$ cat config.mk
export PLATFORM = sky130hd
export DESIGN_NAME = pc_sequencer_flat
export DESIGN_NICKNAME = d
export VERILOG_FILES = /design/src/rtl/pc_sequencer_if.sv /design/src/rtl/pc_sequencer.sv /design/src/flat_wrapper.sv
export SDC_FILE = /design/constraint.sdc
export NUM_CORES = 1
export LEC_CHECK = 0
export CAP_MARGIN = 5
export CORE_ASPECT_RATIO = 0.75
export CORE_MARGIN = 2
export CORE_UTILIZATION = 49
export DETAILED_ROUTE_END_ITERATION = 10
export GPL_TIMING_DRIVEN = 0
export HOLD_SLACK_MARGIN = 0.08
export PLACE_DENSITY = 0.75
export SLEW_MARGIN = 20
export SYNTH_ARGS = -nofsm -noshare
export SYNTH_HDL_FRONTEND = slang
export SYNTH_SLANG_ARGS = --single-unit
$ cat constraint.sdc
create_clock -name clk -period 3.6 [get_ports clk]
set_input_delay 0.9 -clock clk [delete_from_list [all_inputs] [get_ports clk]]
set_output_delay 0.9 -clock clk [all_outputs]
set_load 0.02 [all_outputs]
$ cat src/rtl/pc_sequencer_if.sv
// Bus between the EXEC stage and pc_sequencer. When PC_SEQUENCER_EXCEPTION_EN is
// defined it also carries the exception request and the exception status.
interface pc_sequencer_if #(
  parameter int ADDR_W = 32,
  parameter int CNT_W  = 32
);
  // Handshake: advance is the valid and ~stall is the ready. A step happens on a
  // clk edge only when both hold and the sequencer is not halted. Every step
  // takes the jump fields that are present on that same edge. The step has no
  // backpressure beyond stall.
  logic              advance;
  logic              stall;
  logic              jump_valid;
  logic [1:0]        jump_mode;
  logic [25:0]       jump_imm;
  logic [ADDR_W-1:0] jump_reg;
  logic [ADDR_W-1:0] pc;
  logic              in_delay_slot;
  logic              finish;
  logic              dslot_err;
  logic [CNT_W-1:0]  retired;
  logic [1:0]        state;
`ifdef PC_SEQUENCER_EXCEPTION_EN
  logic              exc_req;
  logic              exc_taken;
  logic [ADDR_W-1:0] epc;
`endif

  modport master (
    output advance, stall, jump_valid, jump_mode, jump_imm, jump_reg,
`ifdef PC_SEQUENCER_EXCEPTION_EN
    output exc_req,
    input  exc_taken, epc,
`endif
    input  pc, in_delay_slot, finish, dslot_err, retired, state
  );

  modport slave (
    input  advance, stall, jump_valid, jump_mode, jump_imm, jump_reg,
`ifdef PC_SEQUENCER_EXCEPTION_EN
    input  exc_req,
    output exc_taken, epc,
`endif
    output pc, in_delay_slot, finish, dslot_err, retired, state
  );
endinterface

$ cat src/rtl/pc_sequencer.sv
// Program-counter sequencer for the MIPS controlpath. It handles an optional delay
// slot, halts at the exit address and counts retired instructions. Define
// PC_SEQUENCER_EXCEPTION_EN to add the exception redirect (exc_req/exc_taken/epc).
module pc_sequencer #(
  parameter int          ADDR_W       = 32,
  parameter logic [31:0] RESET_VECTOR = 32'hBFC00000,
  parameter logic [31:0] EXIT_ADDR    = 32'h0,
  parameter int          DELAY_SLOT   = 1,
  parameter int          CNT_W        = 32,
  parameter logic [31:0] EXC_VECTOR   = 32'hBFC00380
) (
  input  logic          clk,
  input  logic          reset,
  pc_sequencer_if.slave bus
);
  localparam logic [ADDR_W-1:0] RST_PC  = ADDR_W'(RESET_VECTOR);
  localparam logic [ADDR_W-1:0] EXIT_PC = ADDR_W'(EXIT_ADDR);
  localparam logic [ADDR_W-1:0] ALIGN_M = ~ADDR_W'(3);

  typedef enum logic [1:0] {RUN = 2'd0, SLOT = 2'd1, HALT = 2'd2} state_t;

  state_t            state, nxt_state;
  logic [ADDR_W-1:0] pc_q, pend_q, nxt_pc, nxt_pend;
  logic [ADDR_W-1:0] p4, page_t, rel_t, target;
  logic              ds_q, err_q, fin_q, nxt_ds, nxt_err;
  logic [CNT_W-1:0]  ret_q;
  logic              step, jump_taken;
`ifdef PC_SEQUENCER_EXCEPTION_EN
  localparam logic [ADDR_W-1:0] EXC_PC = ADDR_W'(EXC_VECTOR);
  logic              exc, exc_taken_q;
  logic [ADDR_W-1:0] epc_q, nxt_epc;
`endif

  always_comb begin
    p4           = pc_q + ADDR_W'(4);
    page_t       = p4;
    page_t[27:0] = {bus.jump_imm, 2'b00};
    rel_t        = p4 + {{(ADDR_W-18){bus.jump_imm[15]}}, bus.jump_imm[15:0], 2'b00};
    case (bus.jump_mode)
      2'b01:   target = bus.jump_reg & ALIGN_M;
      2'b10:   target = page_t;
      2'b11:   target = rel_t;
      default: target = p4;
    endcase
  end

  always_comb begin
    step       = bus.advance & ~bus.stall & (state != HALT);
    jump_taken = bus.jump_valid & (bus.jump_mode != 2'b00);
    nxt_pc     = pc_q;
    nxt_state  = state;
    nxt_pend   = pend_q;
    nxt_ds     = ds_q;
    nxt_err    = err_q;
`ifdef PC_SEQUENCER_EXCEPTION_EN
    // A misaligned register target traps instead of being silently aligned.
    exc     = bus.exc_req |
              ((state == RUN) & jump_taken & (bus.jump_mode == 2'b01) &
               (bus.jump_reg[1:0] != 2'b00));
    nxt_epc = (state == SLOT) ? pc_q - ADDR_W'(4) : pc_q;
`endif
    if (step) begin
`ifdef PC_SEQUENCER_EXCEPTION_EN
      if (exc) begin
        nxt_pc    = EXC_PC;
        nxt_state = RUN;
        nxt_pend  = '0;
        nxt_ds    = 1'b0;
      end else
`endif
      if (state == SLOT) begin
        nxt_pc    = pend_q;
        nxt_state = RUN;
        nxt_ds    = 1'b0;
        if (jump_taken) nxt_err = 1'b1;
      end else if (jump_taken && (DELAY_SLOT != 0)) begin
        nxt_pend  = target;
        nxt_pc    = p4;
        nxt_state = SLOT;
        nxt_ds    = 1'b1;
      end else if (jump_taken) begin
        nxt_pc = target;
      end else begin
        nxt_pc = p4;
      end
      // Reaching the exit address halts from any path and drops a pending target.
      if (nxt_pc == EXIT_PC) begin
        nxt_state = HALT;
        nxt_ds    = 1'b0;
        nxt_pend  = '0;
      end
    end
  end

  always_ff @(posedge clk) begin
    if (!reset) begin
      pc_q   <= RST_PC;
      state  <= (RST_PC == EXIT_PC) ? HALT : RUN;
      fin_q  <= (RST_PC == EXIT_PC);
      pend_q <= '0;
      ds_q   <= 1'b0;
      err_q  <= 1'b0;
      ret_q  <= '0;
`ifdef PC_SEQUENCER_EXCEPTION_EN
      epc_q       <= '0;
      exc_taken_q <= 1'b0;
`endif
    end else begin
      if (step) begin
        pc_q   <= nxt_pc;
        state  <= nxt_state;
        fin_q  <= (nxt_state == HALT);
        pend_q <= nxt_pend;
        ds_q   <= nxt_ds;
        err_q  <= nxt_err;
        ret_q  <= ret_q + CNT_W'(1);
      end
`ifdef PC_SEQUENCER_EXCEPTION_EN
      exc_taken_q <= step & exc;
      if (step && exc) epc_q <= nxt_epc;
`endif
    end
  end

  assign bus.pc            = pc_q;
  assign bus.in_delay_slot = ds_q;
  assign bus.finish        = fin_q;
  assign bus.dslot_err     = err_q;
  assign bus.retired       = ret_q;
  assign bus.state         = state;
`ifdef PC_SEQUENCER_EXCEPTION_EN
  assign bus.exc_taken     = exc_taken_q;
  assign bus.epc           = epc_q;
`endif
endmodule

$ cat src/flat_wrapper.sv
// flat-port wrapper written by rule: the top's interface ports become plain ports
module pc_sequencer_flat 
#(
  parameter int          ADDR_W       = 32,
  parameter logic [31:0] RESET_VECTOR = 32'hBFC00000,
  parameter logic [31:0] EXIT_ADDR    = 32'h0,
  parameter int          DELAY_SLOT   = 1,
  parameter int          CNT_W        = 32,
  parameter logic [31:0] EXC_VECTOR   = 32'hBFC00380
)
  (clk, reset, bus_advance, bus_stall, bus_jump_valid, bus_jump_mode, bus_jump_imm, bus_jump_reg, bus_pc, bus_in_delay_slot, bus_finish, bus_dslot_err, bus_retired, bus_state);
  pc_sequencer_if #(.ADDR_W(ADDR_W), .CNT_W(CNT_W)) bus_i ();
  input  logic clk;
  input  logic reset;
  input wire logic [$bits(bus_i.advance)-1:0] bus_advance;
  input wire logic [$bits(bus_i.stall)-1:0] bus_stall;
  input wire logic [$bits(bus_i.jump_valid)-1:0] bus_jump_valid;
  input wire logic [$bits(bus_i.jump_mode)-1:0] bus_jump_mode;
  input wire logic [$bits(bus_i.jump_imm)-1:0] bus_jump_imm;
  input wire logic [$bits(bus_i.jump_reg)-1:0] bus_jump_reg;
  output wire logic [$bits(bus_i.pc)-1:0] bus_pc;
  output wire logic [$bits(bus_i.in_delay_slot)-1:0] bus_in_delay_slot;
  output wire logic [$bits(bus_i.finish)-1:0] bus_finish;
  output wire logic [$bits(bus_i.dslot_err)-1:0] bus_dslot_err;
  output wire logic [$bits(bus_i.retired)-1:0] bus_retired;
  output wire logic [$bits(bus_i.state)-1:0] bus_state;
  assign bus_i.advance = bus_advance;
  assign bus_i.stall = bus_stall;
  assign bus_i.jump_valid = bus_jump_valid;
  assign bus_i.jump_mode = bus_jump_mode;
  assign bus_i.jump_imm = bus_jump_imm;
  assign bus_i.jump_reg = bus_jump_reg;
  assign bus_pc = bus_i.pc;
  assign bus_in_delay_slot = bus_i.in_delay_slot;
  assign bus_finish = bus_i.finish;
  assign bus_dslot_err = bus_i.dslot_err;
  assign bus_retired = bus_i.retired;
  assign bus_state = bus_i.state;
  pc_sequencer #(.ADDR_W(ADDR_W), .RESET_VECTOR(RESET_VECTOR), .EXIT_ADDR(EXIT_ADDR), .DELAY_SLOT(DELAY_SLOT), .CNT_W(CNT_W), .EXC_VECTOR(EXC_VECTOR)) u_core (.clk(clk), .reset(reset), .bus(bus_i));
endmodule
* Word-level counts from Yosys, hierarchy flattened
Cells that the tools add are included.
Word-level totals: input port bits 65, output and inout bits 69, bits in registers 101
Cells by class: bitwise operators 4, eq/ne operators 7, add/sub/neg operators 3, multiplexer cells 13, reduce and logical (&&, ||, !) cells 7
Operators by type and width (number):
- $mux W32 | 5
- $pmux W32 S3 | 1
- $add A32 B1 Y32 const B | 1
- $add A32 B3 Y32 const B | 1
- $add A32 B32 Y32 | 1
- $logic_not A32 Y1 | 1
- $mux W2 | 4
- $eq A2 B2 Y1 const B | 3
- $reduce_and A3 Y1 | 2
- $eq A2 B1 Y1 const B | 2
- $ne A2 B2 Y1 const B | 2
- $reduce_bool A2 Y1 | 2
- $and A1 B1 Y1 | 3
- $mux W1 | 3
- $reduce_bool A3 Y1 | 1
- $reduce_and A2 Y1 | 1
- $not A1 Y1 | 1

* Longest topological paths before layout
Gate-level depths: netlist (run 1).
depth in word-level cells 8, gate-level depth with buffers 16, gate-level depth less buffers 15

* Least setup slack after synthesis (run 1)
Ideal clock, no wire load.
path kind register to register, start point register u_core.pc_q[2], in the netlist u_core.bus.pc[2], end point register u_core.pend_q[31], arrival time 3.900 ns, required time 3.483 ns, cell stages (with the launch flop) 16, path slack -0.417 ns, clock period less this slack 4.017 ns, cells stage by stage dfxtp_1 > ha_1 > buf_2 > nand3_1 > nor4_4 > xor2_1 > ha_1 > and3_1 > and4_1 > a32o_1 > a21oi_1 > a31o_2 > a211oi_1 > o21a_1 > or4_1 > a32o_1
Between the ends: cells in the longest elaborated chain, start to end 6, elaborated cells between the ends (all ways) 12, classes of those cells add/sub: 2; eq/ne: 1; mux: 6; reduce/logical: 3
RTL lines:
- from (decl) | RTL line pc_sequencer.sv:23 | logic [ADDR_W-1:0] pc_q, pend_q, nxt_pc, nxt_pend;
- from (signal assigned) | RTL line pc_sequencer.sv:110 | pc_q <= nxt_pc;
- $add A32 B3 Y32 * | RTL line pc_sequencer.sv:35 | p4 = pc_q + ADDR_W'(4);
- $add A32 B32 Y32 or $mux W32 (tied branches) | RTL line pc_sequencer.sv:38, pc_sequencer.sv:71
- $pmux W32 S3 or $mux W32 (tied branches) | RTL line pc_sequencer.sv:39, pc_sequencer.sv:62
- $mux W32 or $logic_not A32 Y1 (tied branches) | RTL line pc_sequencer.sv:76, pc_sequencer.sv:87
- $mux W32, or another cell as far along | RTL line pc_sequencer.sv:71 | if (state == SLOT) begin
- $mux W32 or $reduce_and A3 Y1 (tied branches)
- to (signal assigned) | RTL line pc_sequencer.sv:113 | pend_q <= nxt_pend;
- to (decl) | RTL line pc_sequencer.sv:23
Every way passes the cells marked *; elsewhere a longest branch is shown, timed or not. The select of a mux whose other input is x is not followed. A chain may end at the register's enable or synchronous reset.

* Final worst setup path (run 1)
start point register u_core.pc_q[5], in the netlist u_core.bus.pc[5], end point register u_core.pend_q[26]
Same word-level chain as after synthesis.

==> run metrics, run 1 <==
status=finished, violations left; failing checks=negative setup slack; drt pass-1 iters=6; first-pass GRT wire length=41.2 mm; DIE HEIGHT=112 microns; Synth Area in XOR/XNOR=8.23%; Synth cell types=70; Area Overhead vs Synth=41.1%; Post-synth ARST share=0%; Slew @ Worst Pin=985 ps; CP startpoint=u_core.bus.pc[5]; Worst R2R Setup Slack=-80 ps; Ports=134; max-slew violations=0; grt ovf=0; Comb power frac=21.2%; Leakage=4.30 nW; fin crit share=102%; largest cells by area after synthesis=dfxtp_1 26%, mux4_2 6.5%, ha_1 5.9%; final hold vios=0; Post-synth EDFFs=0; Psw=0.781 mW; Mapped Cells=906; WL final=27.0 mm; PD cells=260 nW/um^2; RR Startpoint=u_core.bus.pc[5]; via count=8165; CP Launch Type=flop; register area share after synthesis=26.4%; Compound-Gate Fraction of Synth Area=21.8%; core area=15300 sq um; placed instance area=9390 sq um; pin count of the biggest net entering global routing=19; clk_skew=5.94 ps; CTS tree=yes; Initial Util=50.2%; register share of total power=41.5%; Final WS setup=-81.4 ps; antenna violations before repair=0; most instantiated cells after synthesis=101 x dfxtp_1, 77 x nand2_1, 53 x nor2_1; number of global-route vias before repair=7595; number of remaining DRC errors=0; R2R Path End=u_core.pend_q[26]; Internal=2.03 mW; endpoints failing setup=5; post-synth top area cell=dfxtp_1; CP Data Required Time=3850 ps; Rows=39; DIE AREA=16700 sq um; proportion of synthesized area in mux cells=7.92%; slew margin rel.=34.3%; Routed WL per cell=20.6 microns; cts bufs inserted=9; crit end category=flop; Adder-Cell Fraction of Synth Area=6.14%; chip width=148 microns; Clock Power Share=37.3%; layout cells sized above 1=21.8%; Final min period=3680 ps; Fillers=1181; crit path DAT=3930 ps; final instance area=10800 sq um; root buffer cell=clkbuf_16; sw frac=27.8%; DRT iter0 DRCs=1015; number of synthesized register bits=101; Reg area=2060 sq um; Clock Latency Late Sink=350 ps; Synth Area per Inst=8.46 sq um; Detail Route Antenna Nets=0; Multi-input gate area=6070 sq um; largest family of logic cells by synthesized area=simple AND/OR/NAND/NOR gates; synthesized area=7660 sq um; syn_nets=1008; Post-Synth Simple-Gate Area=25.5%; total track usage=31.4%; clk slew on worst S/H paths=70 ps; Most used DFF post-synth=dfxtp_1; RSZ-0062 raised after global routing=yes; routability cong.=1.01; crit path to=u_core.pend_q[26]; port bufs=130; most common cell in the netlist=dfxtp_1; Yosys top cell area share=26.4%; Ys Warns=0; R2R depth=14; H-tree levels=3; CTS Sinks=101; Post-CTS Hold Buffers=0; CP Class=reg2reg; Vias/cell=6.23; VDD IR max=0.314 mV; Ant. Diodes=0; highest clock rate=0.272 GHz; Final Core Density=70.8%; Clock Tree Buf Depth=2; # nets final=1203; Final HPWL DP=19.2 mm; CP Max Fanout=5; max_cap viols=0; hold crit path type=reg2reg
[sequential cells by signal (all words and copies together) (netlist names)]
name	count
u_core.bus.retired	32
u_core.bus.finish	1
u_core.bus.dslot_err	1
u_core.bus.pc	32
u_core.pend_q	32
u_core.bus.state	2
u_core.bus.in_delay_slot	1
[power by group through the flow]
stage               combinational, mW  clock, mW  sequential, mW
global route                    0.637       1.10            1.17
finish                          0.595       1.05            1.17
floorplan                       0.322          0            1.19
CTS                             0.555       1.05            1.17
detailed placement              0.527          0            1.19
global placement                0.521          0            1.19
[what timing repair did]
item                       in CTS  in global routing
setup endpoints to repair      29                 32
cloned                          1                  0
resized for setup              75                 52
pin swaps                      29                 24
setup buffers                  39                 24
[kinds of logic after synthesis]
| kind of cell | Yosys count |
|---|---|
| compound gates | 240 |
| buf+inv | 75 |
| flops | 101 |
| mux | 33 |
| fa+ha+maj | 37 |
| simple gates | 348 |
| xor+xnor | 72 |
[area by class of cell]
cell class,count,share of cell area (%)
Tap cell,205,2.37
Clock buffer,10,2.12
Timing Repair Buffer,194,16.7
Clock inverter,6,0.787
Inverter,24,0.833
Buffer,41,1.89
Sequential cell,101,19.1
Multi-Input combinational cell,730,56.2
[metrics by stage]
stage	hold slack [ps]	setup WS (ps)	total power [mW]	cells	setup TNS, ps
finish	466	-81.4	2.81	1311	-247
global route	485	-186	2.90	1311	-886
CTS	466	-17.0	2.77	1290	-17.0
detailed placement	451	-914	1.72	1241	-8860
global placement	452	-910	1.71	1241	-8500
floorplan	433	7.88	1.52	906	0
[how the worst min path moves through the flow]
stage                 startpoint           endpoint  slack (ps)  depth (start not counted)
2_1_floorplan  u_core.pend_q[31]  u_core.pend_q[31]         430                          1
3_3_place_gp   u_core.pend_q[31]  u_core.pend_q[31]         450                          1
3_5_place_dp   u_core.pend_q[31]  u_core.pend_q[31]         450                          1
6_report       u_core.pend_q[31]  u_core.pend_q[31]         470                          1
4_1_cts        u_core.pend_q[31]  u_core.pend_q[31]         470                          1
5_1_grt        u_core.pend_q[31]  u_core.pend_q[31]         490                          1
[metal layers]
| layer | GRT usage, % | vias up | share of wire [%] |
|---|---|---|---|
| li1 | - | 3743 | - |
| met1 | 46.0 | 3902 | 44 |
| met2 | 47.5 | 458 | 44 |
| met3 | 5.24 | 62 | 9.1 |
| met4 | 9.71 | 0 | 2.8 |
| met5 | 0 | - | 0 |
[layout by cell type, fill, tap and decap left out, types with 22 or more instances in the layout]
| cell type | instances |
|---|---|
| nand4_1 | 22 |
| nor2_1 | 49 |
| a21oi_1 | 38 |
| a22o_1 | 25 |
| inv_1 | 23 |
| buf_4 | 63 |
| nand3_1 | 23 |
| mux4_2 | 22 |
| clkbuf_1 | 28 |
| xnor2_1 | 37 |
| clkdlybuf4s50_1 | 129 |
| nand2_1 | 75 |
| and2_1 | 34 |
| o21ai_0 | 35 |
| dfxtp_1 | 85 |
[critical path: stages, from the launching register on]
cell and delay, ps:
dfxtp_4 380, nand4_4 210, buf_12 220, nor4_4 380
xor2_2 360, ha_4 280, a21oi_4 170, o21bai_1 90
a31oi_1 130, a21bo_2 280, nand4_1 140, nand3_2 100
xor2_1 160, mux4_2 470, a22o_1 190
No activity file was read; power rests on OpenSTA's default activity.
==> run 2, diff against run 1 <==
--- a/config.mk
+++ b/config.mk
@@ -8,5 +8,4 @@
 export CAP_MARGIN = 5
 export CORE_ASPECT_RATIO = 0.75
-export CORE_MARGIN = 2
 export CORE_UTILIZATION = 49
 export DETAILED_ROUTE_END_ITERATION = 10
==> constraint.sdc (replaced) <==
create_clock -name clk -period 3.6 [get_ports clk]
set_input_delay 0.9 -clock clk [delete_from_list [all_inputs] [get_ports clk]]
set_output_delay 0.9 -clock clk [all_outputs]
set_load 0.01 [all_outputs]
==> run metrics, run 2 (synthesis gave the netlist of run 1 again) <==
Final HPWL DP=19.1 mm; crit end category=flop; max_cap viols=0; pin count of the biggest net entering global routing=19; Final WS setup=-163 ps; CP Data Required Time=3850 ps; DIE AREA=16100 sq um; grt ovf=0; Rows=39; Ports=134; DRT iter0 DRCs=814; critical path's slowest cell=or4_1; crit path DAT=4010 ps; Clock Tree Buf Depth=2; Final min period=3760 ps; status=finished, violations left; final instance area=10800 sq um; Comb power frac=20.9%; global route hottest layer=met2; failing checks=negative setup slack; Clock Latency Late Sink=360 ps; pre-CTS setup slack=-846 ps; PD cells=264 nW/um^2; Initial Util=50.2%; total track usage=32.4%; Total Power=2.85 mW; antenna violations before repair=0; WL final=26.8 mm; Psw=0.803 mW; drt pass-1 iters=8; DIE HEIGHT=110 microns; first-pass GRT wire length=40.3 mm; chip width=146 microns; register share of total power=40.9%; slew margin rel.=40.3%; via count=8223; RR Startpoint=u_core.bus.pc[3]; met1 GRT Util=46.0%; port bufs=130; H-tree levels=3; crit path to=u_core.pend_q[31]; number of global-route vias before repair=7330; Slew @ Worst Pin=896 ps; Detail Route Antenna Nets=0; Vias/cell=6.26; leading cell type in the layout, fill and taps excluded=clkdlybuf4s50_1; root buffer cell=clkbuf_16; cts bufs inserted=9; Leakage=4.31 nW; fin crit share=105%; max-slew violations=0; RSZ-0062 raised after global routing=yes; highest clock rate=0.266 GHz; R2R Path End=u_core.pend_q[31]; CP startpoint=u_core.bus.pc[3]; Routed WL per cell=20.4 microns; Ant. Diodes=0; core area=15300 sq um; hold crit path type=reg2reg; most frequent cells in the layout=129 x clkdlybuf4s50_1, 88 x dfxtp_1, 76 x nand2_1, 62 x buf_4, 51 x nor2_1; Worst R2R Setup Slack=-160 ps; worst path cell trace=ha_4 > nand3_4 > nor4_4 > buf_4 > xor2_4 > ha_4 > and3_4 > and4_4 > a32o_1 > a21oi_2 > a31o_4 > a211oi_2 > o21a_1 > or4_1 > a32o_1; VDD IR max=0.241 mV; final hold vios=0; CTS tree=yes; critical path's largest stage delay=480 ps; CP Launch Type=flop; Clock Power Share=38.2%; met2 Track Usage GR=48.9%; R2R depth=15; CTS Sinks=101; Area Overhead vs Synth=40.8%; sw frac=28.2%; number of remaining DRC errors=0; placed instance area=9330 sq um; Post-CTS Hold Buffers=0; # nets final=1205; CP Max Fanout=7; routability cong.=0.938; endpoints failing setup=7; clk slew on worst S/H paths=70 ps; clk_skew=8.51 ps; Internal=2.05 mW; CP Class=reg2reg; met3 Use GR=6.30%; layout cells sized above 1=21.0%
run 2: changes by cell type in the layout (fill, tap and decap cells not counted), moves of 3 or more:
cell and change:
buf_6 +4, dfxtp_2 -4, ha_1 +4, dfxtp_1 +3, ha_4 -3, o21ai_1 -3, xnor2_1 +3, xnor2_2 -3
run 2: layout make-up:
class | count | area [sq um]
clock inverters | 7 | 106
multi-input cells | 730 | 6010
plain buffers | 41 | 194
inverters | 24 | 90.1
fillers | 1166 | 4490
repair buffers | 196 | 1840
well taps | 205 | 256
flip-flops and latches | 101 | 2060
clock buffers | 9 | 225
run 2: what timing repair did:
action                     4_1_cts  5_1_grt
cloned                           1        0
gates resized for setup         82       52
pin swaps                       31       33
setup buffers                   34       31
setup endpoints to repair       30       30
run 2: worst min path at each step:
stage	startpoint	cells past startpoint	slack [ps]	end
6_report	u_core.pend_q[31]	1	470	u_core.pend_q[31]
5_1_grt	u_core.pend_q[31]	1	480	u_core.pend_q[31]
4_1_cts	u_core.pend_q[31]	1	470	u_core.pend_q[31]
3_5_place_dp	u_core.pend_q[31]	1	450	u_core.pend_q[31]
3_3_place_gp	u_core.pend_q[31]	1	450	u_core.pend_q[31]
2_1_floorplan	u_core.pend_q[31]	1	430	u_core.pend_q[31]
run 2: per-layer routing:
metal	routed length (microns)	up-vias
li1	-	3750
met5	0	-
met2	11500	530
met4	955	0
met1	11700	3850
met3	2620	93
run 2: power groups by stage:
stage	clock (mW)	combinational (mW)	sequential, mW
floorplan	0	0.322	1.19
global placement	0	0.515	1.19
detailed placement	0	0.522	1.19
CTS	1.09	0.548	1.17
global route	1.14	0.635	1.17
finish	1.09	0.595	1.17
run 2: through the flow:
stage	hold slack, ps	std cells	util [%]	TNS, ps
after floorplan	433	906	-	-2.94
after global placement	451	1241	61.1	-9510
after detailed placement	450	1241	61.1	-9980
after CTS	467	1284	67.6	-155
after global routing	481	1313	70.6	-1370
final	465	1313	70.6	-666
run 2: worst max-delay path, delay by kind of cell (launching register included):
| family | cells | cell delay, ps |
|---|---|---|
| simple gates | 5 | 1280 |
| fa+ha+maj | 2 | 440 |
| compound gates | 6 | 1090 |
| xor+xnor | 1 | 200 |
| buf+inv | 1 | 210 |
| flops | 1 | 410 |
==> run 3, diff against run 2 <==
Settings changed: CORE_MARGIN set to 2.
==> run metrics, run 3 (synthesis gave the netlist of run 1 again) <==
Final Core Density=71.8%; leading cell type in the layout, fill and taps excluded=clkdlybuf4s50_1; critical path's slowest cell=or4_1; antenna violations before repair=0; CP Max Fanout=8; placed instance area=9330 sq um; clk_skew=5.31 ps; failing checks=negative setup slack; layout cells sized above 1=22.3%; number of global-route vias before repair=7389; status=finished, violations left; first-pass GRT wire length=41.1 mm; drt pass-1 iters=7; Post-CTS Hold Buffers=0; Detail Route Antenna Nets=0; via count=8448; Critical Path Most Common Cell=ha_4; Routed WL per cell=21.3 microns; endpoints failing setup=6; Leakage=4.37 nW; CP Class=reg2reg; worst path cell trace=ha_4 > nand3_4 > nor3_4 > xor2_2 > ha_4 > nand4_1 > o211ai_1 > a32o_2 > a21oi_4 > a31o_4 > a211oi_4 > nor3_2 > or4_1 > a32o_1; fin crit share=105%; max-slew violations=0; final instance area=11000 sq um; CTS tree=yes; Final min period=3780 ps; CTS Sinks=101; Vias/cell=6.38; final hold vios=0; Slew @ Worst Pin=909 ps; crit path DAT=4030 ps; max_cap viols=0; hold crit path type=reg2reg; Area Overhead vs Synth=43.2%; Initial Util=50.2%; highest clock rate=0.265 GHz; chip width=148 microns; core area=15300 sq um; Placed Cells=1241; Ports=134; most frequent cells in the layout=129 x clkdlybuf4s50_1, 88 x dfxtp_1, 74 x buf_4, 73 x nand2_1, 51 x nor2_1; Final Non-Filler Cells=1324; Crit path max-delay family=compound AO/OA/AOI/OAI gates; Worst R2R Setup Slack=-180 ps; port bufs=130; DIE HEIGHT=112 microns; CP Data Required Time=3850 ps; DIE AREA=16700 sq um; slew margin rel.=39.4%; Final WS setup=-178 ps; CP Launch Type=flop; Buf/Inv on CP=0; total track usage=31.5%; Reg area=2060 sq um; crit end category=flop; Rows=39; Ant. Diodes=0; Total Power=2.92 mW; PD cells=266 nW/um^2; DRT iter0 DRCs=927; routability cong.=0.974; Clock Latency Late Sink=360 ps; WL final=28.3 mm; pin count of the biggest net entering global routing=19; Final HPWL DP=19.6 mm; Multi-input gate area=6120 sq um; root buffer cell=clkbuf_16; grt ovf=0; cts bufs inserted=9; VDD IR max=0.209 mV; RSZ-0062 raised after global routing=yes; setup TNS=-484 ps; Clock Tree Buf Depth=2; clk slew on worst S/H paths=70 ps; number of remaining DRC errors=0; # nets final=1216; H-tree levels=3; Fillers=1156; critical path's largest stage delay=490 ps
## run 3: cell types whose count changed in the layout (fill, tap and decap cells not counted), moves of 3 or more
cell / change
nand2_1: -3
ha_2: -3
a21oi_1: -3
buf_4: +12
xnor2_4: +3
ha_4: +4
a21oi_2: +3
## run 3: per-layer routing
metal | vias to the layer above | GRT usage (%) | part of all wire (%)
met2 | 527 | 47.9 | 44
li1 | 3775 | - | -
met4 | 0 | 9.14 | 3.6
met5 | - | 0 | 0
met1 | 4046 | 46.0 | 42
met3 | 100 | 5.57 | 10
## run 3: layout make-up
cell class / instances / share of cell area [%]
clock inverters: 7 / 1.09
repair buffers: 207 / 17.4
inverters: 24 / 0.821
well taps: 205 / 2.34
clock buffers: 9 / 2.05
multi-input cells: 730 / 55.7
flip-flops and latches: 101 / 18.8
plain buffers: 41 / 1.77
## run 3: final timing paths
check	start	to	cells after the start
worst min-delay path	u_core.bus.finish	u_core.bus.finish	2
worst max register to register	u_core.bus.pc[3]	u_core.pend_q[31]	14
worst max-delay path	u_core.bus.pc[3]	u_core.pend_q[31]	14
worst min register to register	u_core.bus.finish	u_core.bus.finish	2
## run 3: worst min-delay path, cell delays in order, from the launching register on
cell and delay [ps]:
dfxtp_1 310, nand2_1 50, a21boi_0 60
## run 3: per-stage QoR
stage	hold slack, ps	setup slack [ps]
final	463	-178
after floorplan	433	-2.94
after global routing	486	-281
after global placement	448	-827
after detailed placement	454	-834
after CTS	467	-91.3
## run 3: timing repair
| action | in CTS | in global routing |
|---|---|---|
| buffers inserted | 33 | 44 |
| gates resized for setup | 72 | 69 |
| endpoints found under the setup margin | 30 | 30 |
| pin swaps | 22 | 49 |
| cloned | 1 | 0 |
## run 3: power by group
group	internal, mW	switching [mW]
combinational	0.297	0.312
clock	0.683	0.459
sequential	1.13	0.0334
total	2.12	0.805
